**src/rtl/mac_accum_seq.sv**
```systemverilog
// mac_accum_seq
// Accumulates a programmable number of consecutive signed products from the
// multiply-add stage into a wider saturating accumulator. Each completed sum
// goes into a 2-entry output buffer that the consumer drains.
//
// Ports:
//   clk        rising-edge clock
//   rst        synchronous active-high reset
//   cfg_len    terms per sum minus one, sampled on the first term of a group
//   in_valid   product valid this cycle (no back-pressure toward the multiplier)
//   in_p       signed product
//   out_valid  buffer head holds a completed sum
//   out_ready  consumer takes the head when high together with out_valid
//   out_sum    signed completed sum (possibly clamped)
//   out_sat    saturation happened somewhere in this sum's group
//   busy       a group is partially accumulated (state ACCUM)
//   err_ovf    sticky: a completed sum was dropped because the buffer was full
//
// Handshake: a transfer happens on a rising edge where out_valid and
// out_ready are both high; out_valid never depends on out_ready, and
// out_sum/out_sat stay stable while out_valid is high and out_ready low.
module mac_accum_seq #(
    parameter int P_WIDTH   = 44,
    parameter int ACC_WIDTH = 52,
    parameter int CNT_WIDTH = 8
) (
    input  logic                 clk,
    input  logic                 rst,
    input  logic [CNT_WIDTH-1:0] cfg_len,
    input  logic                 in_valid,
    input  logic [P_WIDTH-1:0]   in_p,
    output logic                 out_valid,
    input  logic                 out_ready,
    output logic [ACC_WIDTH-1:0] out_sum,
    output logic                 out_sat,
    output logic                 busy,
    output logic                 err_ovf
);

    typedef enum logic {
        ST_IDLE  = 1'b0,
        ST_ACCUM = 1'b1
    } state_t;

    localparam logic [ACC_WIDTH-1:0] ACC_MAX = {1'b0, {(ACC_WIDTH-1){1'b1}}};
    localparam logic [ACC_WIDTH-1:0] ACC_MIN = {1'b1, {(ACC_WIDTH-1){1'b0}}};

    state_t               r_state;
    logic [ACC_WIDTH-1:0] r_acc;
    logic [CNT_WIDTH-1:0] r_cnt;
    logic [CNT_WIDTH-1:0] r_len;
    logic                 r_sat;

    logic [ACC_WIDTH-1:0] r_head_sum;
    logic                 r_head_sat;
    logic [ACC_WIDTH-1:0] r_tail_sum;
    logic                 r_tail_sat;
    logic [1:0]           r_count;
    logic                 r_err_ovf;

    state_t               w_next_state;
    logic [ACC_WIDTH:0]   w_sum_wide;
    logic                 w_ovf;
    logic [ACC_WIDTH-1:0] w_sum_clamped;
    logic [ACC_WIDTH-1:0] w_acc_next;
    logic [CNT_WIDTH-1:0] w_cnt_next;
    logic [CNT_WIDTH-1:0] w_len_next;
    logic                 w_sat_next;
    logic                 w_push;
    logic [ACC_WIDTH-1:0] w_push_sum;
    logic                 w_push_sat;
    logic                 w_pop;
    logic                 w_accept;

    // The accumulator is held at zero in IDLE, so one adder serves both the
    // first term of a group and every later term. One guard bit catches
    // signed overflow: the top two bits of the wide sum disagree.
    assign w_sum_wide = {r_acc[ACC_WIDTH-1], r_acc}
                      + {{(ACC_WIDTH+1-P_WIDTH){in_p[P_WIDTH-1]}}, in_p};
    assign w_ovf         = w_sum_wide[ACC_WIDTH] ^ w_sum_wide[ACC_WIDTH-1];
    assign w_sum_clamped = !w_ovf ? w_sum_wide[ACC_WIDTH-1:0]
                         : (w_sum_wide[ACC_WIDTH] ? ACC_MIN : ACC_MAX);

    always_comb begin
        w_next_state = r_state;
        w_acc_next   = r_acc;
        w_cnt_next   = r_cnt;
        w_len_next   = r_len;
        w_sat_next   = r_sat;
        w_push       = 1'b0;
        w_push_sum   = w_sum_clamped;
        w_push_sat   = r_sat | w_ovf;
        case (r_state)
            ST_IDLE: begin
                if (in_valid) begin
                    if (cfg_len == '0) begin
                        w_push = 1'b1;
                    end else begin
                        w_len_next   = cfg_len;
                        w_acc_next   = w_sum_clamped;
                        w_cnt_next   = {{(CNT_WIDTH-1){1'b0}}, 1'b1};
                        w_sat_next   = w_ovf;
                        w_next_state = ST_ACCUM;
                    end
                end
            end
            ST_ACCUM: begin
                if (in_valid) begin
                    if (r_cnt == r_len) begin
                        w_push       = 1'b1;
                        w_acc_next   = '0;
                        w_cnt_next   = '0;
                        w_sat_next   = 1'b0;
                        w_next_state = ST_IDLE;
                    end else begin
                        w_acc_next = w_sum_clamped;
                        w_cnt_next = r_cnt + 1'b1;
                        w_sat_next = r_sat | w_ovf;
                    end
                end
            end
            default: w_next_state = ST_IDLE;
        endcase
    end

    always_ff @(posedge clk) begin
        if (rst) begin
            r_state <= ST_IDLE;
            r_acc   <= '0;
            r_cnt   <= '0;
            r_len   <= '0;
            r_sat   <= 1'b0;
        end else begin
            r_state <= w_next_state;
            r_acc   <= w_acc_next;
            r_cnt   <= w_cnt_next;
            r_len   <= w_len_next;
            r_sat   <= w_sat_next;
        end
    end

    // Output buffer: head is the visible entry, tail the second slot.
    // A push into a full buffer is still accepted when the head pops in
    // the same cycle.
    assign w_pop    = (r_count != 2'd0) && out_ready;
    assign w_accept = w_push && ((r_count != 2'd2) || w_pop);

    always_ff @(posedge clk) begin
        if (rst) begin
            r_head_sum <= '0;
            r_head_sat <= 1'b0;
            r_tail_sum <= '0;
            r_tail_sat <= 1'b0;
            r_count    <= 2'd0;
            r_err_ovf  <= 1'b0;
        end else begin
            if (w_push && !w_accept) begin
                r_err_ovf <= 1'b1;
            end
            if (w_pop) begin
                if (r_count == 2'd2) begin
                    r_head_sum <= r_tail_sum;
                    r_head_sat <= r_tail_sat;
                    if (w_accept) begin
                        r_tail_sum <= w_push_sum;
                        r_tail_sat <= w_push_sat;
                    end
                end else if (w_accept) begin
                    r_head_sum <= w_push_sum;
                    r_head_sat <= w_push_sat;
                end
            end else if (w_accept) begin
                if (r_count == 2'd0) begin
                    r_head_sum <= w_push_sum;
                    r_head_sat <= w_push_sat;
                end else begin
                    r_tail_sum <= w_push_sum;
                    r_tail_sat <= w_push_sat;
                end
            end
            r_count <= r_count + {1'b0, w_accept} - {1'b0, w_pop};
        end
    end

    assign out_valid = (r_count != 2'd0);
    assign out_sum   = r_head_sum;
    assign out_sat   = r_head_sat;
    assign busy      = (r_state == ST_ACCUM);
    assign err_ovf   = r_err_ovf;

endmodule

```
**config.mk**
```make
export PLATFORM = sky130hd
export DESIGN_NAME = mac_accum_seq
export DESIGN_NICKNAME = d
export VERILOG_FILES = /design/src/rtl/mac_accum_seq.sv
export SDC_FILE = /design/constraint.sdc
export NUM_CORES = 1
export LEC_CHECK = 0
export ABC_AREA = 1
export ABC_CLOCK_PERIOD_IN_PS = 3170
export BUFFER_PORTS_ARGS = -buffer_cell sky130_fd_sc_hd__clkbuf_2
export CORE_ASPECT_RATIO = 0.7
export CORE_MARGIN = 5
export CORE_UTILIZATION = 25
export DETAILED_ROUTE_END_ITERATION = 16
export GPL_TIMING_DRIVEN = 0
export PLACE_DENSITY = 0.49
export SLEW_MARGIN = 15
export SYNTH_ARGS = -nofsm -noshare
export SYNTH_HDL_FRONTEND = slang
export SYNTH_SLANG_ARGS = --single-unit
```
**constraint.sdc**
```tcl
create_clock -name clk -period 3.17 [get_ports clk]
set_clock_uncertainty 0.2 [all_clocks]
set_input_delay 0.317 -clock clk [delete_from_list [all_inputs] [get_ports clk]]
set_output_delay 0.317 -clock clk [all_outputs]
set_load 0.02 [all_outputs]
```
==> results of run 1 <==
==> critical path: stages <==
cell	delay (ns)
dlygate4sd3_1	0.54
clkbuf_2	0.12
nor4_1	0.35
nand2_1	0.12
nand2_1	0.13
nand3_4	0.13
inv_2	0.10
o21ai_0	0.10
ha_1	0.22
a21oi_2	0.16
o21ai_4	0.14
buf_4	0.22
buf_2	0.21
a21oi_1	0.19
a21oi_1	0.09
==> final cells by class <==
type / count / area [µm²]
Fill cell: 5307 / 32400
Multi-Input combinational cell: 1439 / 7320
Sequential cell: 179 / 3590
Inverter: 235 / 885
Tap cell: 612 / 766
Timing Repair Buffer: 119 / 638
Clock buffer: 17 / 425
Buffer: 72 / 398
Clock inverter: 15 / 181
==> power by group through the flow <==
| stage | Sequential, mW | Clock, mW | Combinational, mW |
|---|---|---|---|
| global placement | 2.96 | 0 | 5.05 |
| CTS | 2.92 | 2.34 | 5.15 |
| finish | 2.93 | 2.29 | 5.43 |
| detailed placement | 2.97 | 0 | 5.06 |
| global route | 2.98 | 2.43 | 6.01 |
| floorplan | 3.03 | 0 | 3.25 |
==> placed cells by master, fill, tap and decap left out, types with 4 or more instances in the layout <==
master	netlist	layout
inv_8	0	5
xor2_1	31	31
nor3_1	8	5
o21a_1	6	6
nor2_2	10	17
a21oi_1	234	221
nand2_2	7	35
xnor2_1	14	14
o21ai_1	38	41
inv_2	7	7
buf_8	1	4
nand2_1	657	628
clkbuf_2	0	114
o21ai_2	15	14
a21oi_2	4	15
dfxtp_1	179	177
buf_4	7	7
ha_2	0	10
clkbuf_1	38	35
buf_1	7	6
ha_1	55	42
nand4_1	12	12
nor2_1	210	202
nand3b_1	6	6
nand2_4	4	4
nor4_1	7	7
dlygate4sd3_1	0	8
inv_1	227	226
nand3_2	6	4
buf_2	14	13
nand3_1	49	48
o21ai_0	39	34
o21bai_1	15	15
clkbuf_16	0	17
==> synth_stat cells, types with 5 or more instances <==
library cell	number
nand3_1	49
nor4_1	7
o21a_1	6
nand4_1	12
xnor2_1	14
nor3_1	8
buf_4	7
buf_6	5
nand3b_1	6
clkbuf_1	38
inv_1	227
o21bai_1	15
a21oi_1	234
buf_1	7
o21ai_0	39
nand3_2	6
nand2_2	7
nor2_2	10
ha_1	55
xor2_1	31
o21ai_1	38
buf_2	14
dfxtp_1	179
o21ai_2	15
nor2_1	210
nand2_1	657
inv_2	7
==> cells by family after synthesis <==
group / Yosys count
AND/OR/NAND/NOR: 980
AO/OA/AOI/OAI: 358
buffers and inverters: 307
flip-flops: 179
adder cells (fa/ha/maj): 56
XOR/XNOR: 45
==> repair_timing <==
action,CTS,global route
setup buffers,0,1
gates cloned,0,0
resized for setup,19,89
endpoints found under the setup margin,65,158
hold buffers,8,0
endpoints found under the hold margin,8,0
pin swaps,1,2
==> metal layers <==
metal	global-route usage [%]	vias to the layer above	wire, µm
met2	25.3	329	18400
met3	3.05	26	2840
li1	-	6345	-
met4	2.55	0	377
met5	0	-	0
met1	28.0	5837	25100
==> through the flow <==
| step | worst slack (ns) | TNS, ns | util (%) | instance area (µm²) |
|---|---|---|---|---|
| finish | 0.139 | 0 | 30.5 | 14200 |
| global placement | -0.301 | -20.82 | 28.2 | 13100 |
| CTS | 0.000296 | 0 | 29.8 | 13900 |
| detailed placement | -0.253 | -16.00 | 28.2 | 13100 |
| floorplan | 0.695 | 0 | - | 11800 |
| global route | -0.0354 | -0.0853 | 30.5 | 14200 |
==> registers in the layout, indices dropped and copies added, names as in the netlist <==
register / count
out_sat: 1
r_count: 2
r_sat: 1
r_tail_sat: 1
out_sum: 52
r_cnt: 8
err_ovf: 1
busy: 1
r_tail_sum: 52
r_len: 8
r_acc: 52
==> final timing paths <==
path	start	end	slack [ns]	depth (start not counted)
max	cfg_len[1]	out_sum[37]	0.14	15
min	in_valid	busy	0.13	4
max reg2reg	r_acc[0]	out_sum[50]	0.17	16
min reg2reg	err_ovf	err_ovf	0.27	1
==> impl_metrics.toml, run 1 <==
[outcome]
status = "complete, no violations"

[yosys]
synth-compound-area-share_pct = 16.4
synth_seq_cells = 179
muxShareOfSynthArea_pct = 0
synth_warnings = 0
synthTopCellsByArea = "dfxtp_1 30%, nand2_1 21%, a21oi_1 9.9%"
syn_nets = 2037
synth_top_family_by_area = "simple AND/OR/NAND/NOR gates"
synth_top_area_share_pct = 30.3
syn_avg_cell_area_um2 = 6.14
synth_cell_types = 42
ys_seq_area_share_pct = 30.3
synth_top_cell_by_area = "dfxtp_1"
synth-simple-area-share_pct = 33.5
synth_xor_area_share_pct = 3.33
synth-edff-count = 0
synthArstFlopShare_pct = 0
syn_area_um2 = 11800
synth_adder_area_share_pct = 5.99
synth_flop_cell = "dfxtp_1"
synthesis.instances = 1925

[clock_network]
cts.path.max_buffers = 2
cts_inserted_buffers = 17
clkSinkCount = 179
clk_latency_ns = 0.46
cts.clk_slew.worst_paths_ns = 0.07
tritoncts = "built"
htree_levels = 4
cts-root-buf = "clkbuf_16"

[cells_and_area]
area_delta_synth_final_pct = 20.0
finalNetCount = 2175
drive_above_1_share_pct = 14.6
antenna_cells = 0
stdcell_count = 2688

[die]
start_util_pct = 25.4
die-area_um2 = 51800
core_um2 = 46600
io_pins = 112
num_rows = 66
die_h_um = 192
die_w_um = 270

[routing]
vias = 12537
drc = 0
dr.pass1.iters = 5
avgRoutedWirePerCell_um = 17.4
ant_nets = 0
routed_wl_mm = 46.8
vias_per_cell = 4.66
drtIter0Drc = 944

[timing]
holdWs_ns = 0.127
slew_headroom_pct = 33.7
max_freq_ghz = 0.330
hold_violations = 0
setup_viol_count_final = 0
period_share_pct = 95.6
fin_crit_ns = 3.03
tightest_slew_ns = 0.995
slew_violations = 0

[global_route]
grt_overflow = 0
grt_usage_pct = 17.7
grt_max_degree = 20
grt_pass1_wl_mm = 70.2
grt_pass1_vias = 11687
antenna_found_initial = 1

[power]
peakVddDrop_uv = 415
leakage_nw = 7.25
combPwrFrac_pct = 51.0
p_total_mw = 10.6
swShare_pct = 48.8
internal-power_mw = 5.45
p_clk_share_pct = 21.5
seqPwrFrac_pct = 27.5
netSwitchingPower_mw = 5.19
p_per_area_nw_per_um2 = 750

[critical_path]
worstPathArrival_ns = 3.17
critPathCaptureType = "register"
crit_fanout = 10
cp.required_ns = 3.31
path_class = "input port to register"
startpoint_type = "input port"

[placed_design]
post-dp-hpwl_mm = 38.1
place_inst = 2647
io_buffers = 110
gp_congestion = 0.912

[flow_run]
drv_cap = 0

[worst_hold_path]
hold_class = "input port to register"
(Power assumes the default switching activity.)
==> run 2, diff against run 1 <==
--- a/config.mk
+++ b/config.mk
@@ -5,7 +5,6 @@
 export SDC_FILE = /design/constraint.sdc
 export NUM_CORES = 1
 export LEC_CHECK = 0
-export ABC_AREA = 1
 export ABC_CLOCK_PERIOD_IN_PS = 3170
 export BUFFER_PORTS_ARGS = -buffer_cell sky130_fd_sc_hd__clkbuf_2
 export CORE_ASPECT_RATIO = 0.7
@@ -13,7 +12,7 @@
 export CORE_UTILIZATION = 25
 export DETAILED_ROUTE_END_ITERATION = 16
 export GPL_TIMING_DRIVEN = 0
-export PLACE_DENSITY = 0.49
+export PLACE_DENSITY = 0.5
 export SLEW_MARGIN = 15
 export SYNTH_ARGS = -nofsm -noshare
 export SYNTH_HDL_FRONTEND = slang
==> run 2 against run 1 <==
The run now ends with negative setup slack left. Sequential share of layout area shrank 2.7 points. Clock power shrank 5%. Global-route usage grew 2.3 points. Cell area grew 13%. Power grew 20%. First-iteration DRC count grew 9.9%. Routed wire length grew 5.6%. Core utilization grew 8.3 points. Register-to-register slack lost 0.64 ns. Non-clock buffer count grew 131. Combinational power grew 45%. Maximum frequency shrank 17%. Largest cell class unchanged. Highest routed layer is now met5.
==> impl_metrics.toml, run 2 <==
[critical_path]
startpoint_type = "register"
cp_cell_sequence = "ha_1, a21oi_2, o211ai_1, a41oi_4, buf_12, o31ai_4, buf_4, a21oi_4, nor2_4, a311o_4, buf_12, a21oi_4, buf_4, buf_4, a221oi_4, nor3_1"
slowest_stage = "o211ai_1"
crit_fanout = 5
worstPathArrival_ns = 3.76
cp.required_ns = 3.29
max_stage_delay_ns = 0.43
path_class = "register to register"
critPathCaptureType = "register"
cpMostUsedCell = "buf_4"
rr_worst_depth = 16

[routing]
ant_nets = 0
drtIter0Drc = 1037
wl_met3_mm = 5.44
met1_length_mm = 22.7
avgRoutedWirePerCell_um = 23.2
top_layer = "met5"
drc = 0
vias_per_cell = 5.47
dr.pass1.iters = 5
vias = 11620
routed_wl_mm = 49.4
dr_wl_met2_mm = 20.3

[outcome]
status = "complete, but fails checks"
violations = "negative setup slack"

[die]
die-area_um2 = 46300
io_pins = 112
core_um2 = 41300
die_h_um = 181
num_rows = 62
start_util_pct = 25.4
die_w_um = 255

[placed_design]
io_buffers = 110
placed_cell_area_um2 = 11800
gp_congestion = 0.913
post-dp-hpwl_mm = 34.9
post-place-ws_ns = -1.47

[power]
p_clk_share_pct = 16.9
leakage_nw = 6.14
p_per_area_nw_per_um2 = 802
seqPwrFrac_pct = 21.4
swShare_pct = 46.5
internal-power_mw = 6.85
netSwitchingPower_mw = 5.96
peakVddDrop_uv = 653
combPwrFrac_pct = 61.7

[global_route]
antenna_found_initial = 3
grt_overflow = 0
grt_pass1_wl_mm = 70.0
grt_usage_pct = 20.0
grt_pass1_vias = 10758
grt_max_degree = 17

[clock_network]
clk_latency_ns = 0.46
cts.path.max_buffers = 2
htree_levels = 4
clkSinkCount = 179
cts-root-buf = "clkbuf_16"
cts.clk_slew.worst_paths_ns = 0.08
cts_inserted_buffers = 17
tritoncts = "built"

[yosys]
syn_area_um2 = 10500
synth-edff-count = 0
synth_cell_types = 77
synthArstFlopShare_pct = 0
synth_warnings = 0
synth_seq_cells = 179
synthTopCellsByArea = "dfxtp_1 34%, a21oi_1 6.8%, ha_1 6.6%"
synthesis.instances = 1318
ys_seq_area_share_pct = 34.1
synth_top_cell_by_area = "dfxtp_1"
syn_nets = 1430
syn_avg_cell_area_um2 = 7.97
synth_top_area_share_pct = 34.1
synth_flop_cell = "dfxtp_1"
yosysMostFrequentCell = "dfxtp_1"
yosys-top-cells-count = "179 x dfxtp_1, 165 x nor2_1, 143 x a21oi_1"

[cells_and_area]
mostFrequentLayoutCell = "dfxtp_1"
fin_area_um2 = 16000
finalNetCount = 1682
mostFrequentLayoutCells = "164 x dfxtp_1, 149 x nor2_1, 117 x clkbuf_2"
drive_above_1_share_pct = 40.2
area_delta_synth_final_pct = 52.2

[worst_hold_path]
hold_class = "input port to register"
hold_path_depth = 4

[timing]
holdWs_ns = 0.101
worst_slack_ns = -0.468
fin_crit_ns = 3.64
slew_headroom_pct = 18.2
setup_viol_count_final = 157
period_share_pct = 115
slew_violations = 0
tightest_slew_ns = 1.20
hold_violations = 0
max_freq_ghz = 0.275
rsz0062_at_grt = "yes"

[flow_run]
drv_cap = 0
-- run 2: changes by cell type after synthesis, moves of 38 or more --
cell and change:
a21oi_1 -91, nor2_1 -45, nand2_1 -535, a21o_1 +38
o21ai_0 +67, nand3_1 -40, inv_1 -207
-- run 2: final cells by class --
| type | count | area [µm²] |
|---|---|---|
| diodes | 1 | 2.50 |
| plain buffers | 78 | 584 |
| clock buffers | 18 | 439 |
| clock inverters | 12 | 123 |
| fillers | 4165 | 25300 |
| inverters | 20 | 75.1 |
| multi-input cells | 1030 | 8490 |
| flip-flops and latches | 179 | 3600 |
| well taps | 544 | 681 |
| repair buffers | 244 | 1990 |
-- run 2: final timing paths --
check | startpoint | to | slack (ns)
setup / recovery | r_acc[1] | out_sum[20] | -0.47
hold / removal | out_ready | err_ovf | 0.10
setup reg to reg | r_acc[1] | out_sum[20] | -0.47
hold reg to reg | out_sum[5] | out_sum[5] | 0.26
-- run 2: kinds of logic (layout without fill, tap and decap cells) --
family	Yosys count	after routing	share of synthesized area, %
DFF	179	179	34.1
muxes	10	10	0.953
adders and majority gates	73	73	8.38
AOI/OAI and AO/OA	467	467	29.2
other	0	1	0
xor gates and xnor gates	60	60	5.00
and+or+nand+nor	420	420	17.8
buffers and inverters	109	372	4.49
-- run 2: critical path, delay by kind of cell (launching register included) --
kind                       cells  cell delay, ns
AOI/OAI and AO/OA              8            1.65
buffers and inverters          5            0.80
DFF                            1            0.34
adders and majority gates      1            0.30
and+or+nand+nor                2            0.21
-- run 2: power groups by stage --
stage / clock network [mW] / registers [mW] / logic (mW)
CTS: 2.19 / 2.72 / 6.73
finish: 2.17 / 2.75 / 7.90
floorplan: 0 / 2.71 / 2.83
detailed placement: 0 / 2.75 / 4.40
global placement: 0 / 2.75 / 4.40
global route: 2.28 / 2.76 / 8.22
-- run 2: layer usage --
layer	up-vias	global-route usage, %
met5	-	0
met1	5690	29.1
li1	5320	-
met2	519	27.7
met3	85	8.08
met4	6	4.31
-- run 2: metrics by stage --
stage	utilization (%)	std cells	TNS (ns)	total power, mW
finish	38.7	2126	-54.08	12.8
global route	38.7	2125	-65.66	13.3
CTS	35.9	2095	-42.06	11.6
global placement	28.6	1972	-143.26	7.16
detailed placement	28.6	1972	-149.89	7.16
floorplan	-	1318	0	5.54
-- run 2: what timing repair did --
action,in CTS,in global routing
hold endpoints to repair,9,0
setup buffers,72,42
pin swaps,138,114
gates cloned,15,3
gates resized for setup,408,229
endpoints found under the setup margin,161,159
hold buffers,9,0
==> run 3, diff against run 2 <==
--- a/config.mk
+++ b/config.mk
@@ -6,13 +6,13 @@
 export NUM_CORES = 1
 export LEC_CHECK = 0
 export ABC_CLOCK_PERIOD_IN_PS = 3170
-export BUFFER_PORTS_ARGS = -buffer_cell sky130_fd_sc_hd__clkbuf_2
 export CORE_ASPECT_RATIO = 0.7
 export CORE_MARGIN = 5
 export CORE_UTILIZATION = 25
 export DETAILED_ROUTE_END_ITERATION = 16
+export DONT_BUFFER_PORTS = 1
 export GPL_TIMING_DRIVEN = 0
-export PLACE_DENSITY = 0.5
+export PLACE_DENSITY = 0.47
 export SLEW_MARGIN = 15
 export SYNTH_ARGS = -nofsm -noshare
 export SYNTH_HDL_FRONTEND = slang
==> run 3 against run 2 <==
The flow still finishes with violations (negative setup slack). First-iteration DRC count fell by 15%. Global-route usage fell by 0.075 points. Maximum frequency rose by 0.88%. Core utilization fell by 1.5 points. Non-clock buffer count fell by 121. Power rose by 0.45%. Setup slack improved by 0.032 ns. Combinational power fell by 4.6%. Clock power rose by 15%. Flip-flop and latch count did not move. Register-to-register slack improved by 0.03 ns. Cell area fell by 3.8%.
==> impl_metrics.toml, run 3 (same netlist as run 2, synthesis figures left out) <==
[outcome]
status = "complete, but fails checks"
violations = "negative setup slack"

[cells_and_area]
area_delta_synth_final_pct = 46.4
mostFrequentLayoutCell = "dfxtp_1"
multiInputGateArea_um2 = 8400
drive_above_1_share_pct = 35.0
stdcell_count = 2005
mostFrequentLayoutCells = "163 x dfxtp_1, 148 x nor2_1, 113 x nand2_1"
finalNetCount = 1561
antenna_cells = 0
fill_cells = 4149
seqCellArea_um2 = 3610

[timing]
setup_viol_count_final = 158
max_freq_ghz = 0.277
tightest_slew_ns = 1.22
slew_headroom_pct = 16.6
hold_violations = 0
rsz0062_at_grt = "yes"
period_share_pct = 114
slew_violations = 0
fin_crit_ns = 3.61
fin_setup_tns_ns = -45.93
worst_slack_ns = -0.437

[placed_design]
post-dp-hpwl_mm = 35.2
gp_congestion = 0.891
place_inst = 1862
post-place-ws_ns = -1.22
io_buffers = 0

[die]
core_um2 = 41300
die_h_um = 181
num_rows = 62
io_pins = 112
die-area_um2 = 46300
die_w_um = 255
start_util_pct = 25.4

[power]
swShare_pct = 45.0
seqPwrFrac_pct = 22.0
leakage_nw = 5.63
p_per_area_nw_per_um2 = 838
p_clk_share_pct = 19.4
combPwrFrac_pct = 58.6
netSwitchingPower_mw = 5.80
peakVddDrop_uv = 502
internal-power_mw = 7.08

[global_route]
grt_pass1_vias = 10128
grt_overflow = 0
grt_max_degree = 17
grt_pass1_wl_mm = 69.1
antenna_found_initial = 0
grt_usage_pct = 19.9

[flow_run]
drv_cap = 0

[critical_path]
worstPathArrival_ns = 3.77
crit_fanout = 8
startpoint_type = "register"
path_class = "register to register"
cp.required_ns = 3.33
critPathCaptureType = "register"

[clock_network]
cts_inserted_buffers = 17
cts.path.max_buffers = 2
clkSinkCount = 179
htree_levels = 4
tritoncts = "built"
cts-root-buf = "clkbuf_16"
clk_latency_ns = 0.46
cts.clk_slew.worst_paths_ns = 0.08

[routing]
drc = 0
drtIter0Drc = 881
routed_wl_mm = 48.5
dr.pass1.iters = 5
avgRoutedWirePerCell_um = 24.2
vias_per_cell = 5.54
vias = 11100
ant_nets = 0

[worst_hold_path]
hold_class = "input port to register"
-- run 3: cell type report --
type                            instances  share of cell area [%]
Buffer                                 80                    4.08
Clock buffer                           19                    2.88
Clock inverter                         12                    1.41
Inverter                               20                   0.488
Multi-Input combinational cell       1030                    54.7
Sequential cell                       179                    23.5
Tap cell                              544                    4.43
Timing Repair Buffer                  121                    8.56
-- run 3: power by group through the flow --
stage | logic (mW) | clock network (mW) | registers (mW)
final | 7.54 | 2.50 | 2.84
after CTS | 6.54 | 2.50 | 2.81
after global placement | 4.26 | 0 | 2.84
after global routing | 7.82 | 2.60 | 2.86
after detailed placement | 4.25 | 0 | 2.83
after floorplan | 2.83 | 0 | 2.71
-- run 3: what timing repair did --
action                     4_1_cts  5_1_grt
cloned                          17        1
hold endpoints to repair        13        0
gates resized for setup        423      186
setup endpoints to repair      161      159
hold buffers                    11        0
setup buffers                   69       27
pin swaps                      148      105
-- run 3: through the flow --
stage | power [mW] | hold slack [ns] | area (µm²) | utilization (%)
after floorplan | 5.54 | 0.229 | 10600 | -
after global placement | 7.09 | 0.239 | 11200 | 27.2
after detailed placement | 7.09 | 0.248 | 11200 | 27.2
after CTS | 11.8 | 0.00289 | 14400 | 35.0
after global routing | 13.3 | 0.0341 | 15400 | 37.2
final | 12.9 | 0.0235 | 15400 | 37.2
-- run 3: routing by layer --
layer	track usage [%]	part of all wire [%]	vias to the layer above
met2	27.4	41	461
met1	29.8	47	5526
met3	7.19	11	45
met4	3.93	1.4	0
li1	-	-	5068
met5	0	0	-
-- run 3: final timing paths --
kind | start | endpoint | depth (start not counted) | slack (ns)
max | r_acc[7] | r_tail_sum[44] | 14 | -0.44
min | in_p[0] | r_tail_sum[0] | 3 | 0.02
max reg2reg | r_acc[7] | r_tail_sum[44] | 14 | -0.44
min reg2reg | r_tail_sum[6] | r_tail_sum[6] | 2 | 0.26
-- run 3: worst max-delay path, stage by stage, from the launching register on --
cell	delay [ns]
dfxtp_1	0.34
ha_4	0.18
a211o_1	0.29
a221o_1	0.39
a41oi_4	0.21
buf_12	0.15
o31ai_4	0.07
buf_4	0.15
a21oi_4	0.20
nor2_4	0.07
a311o_4	0.45
nand2_2	0.22
buf_6	0.16
nand2_2	0.11
a311oi_1	0.30
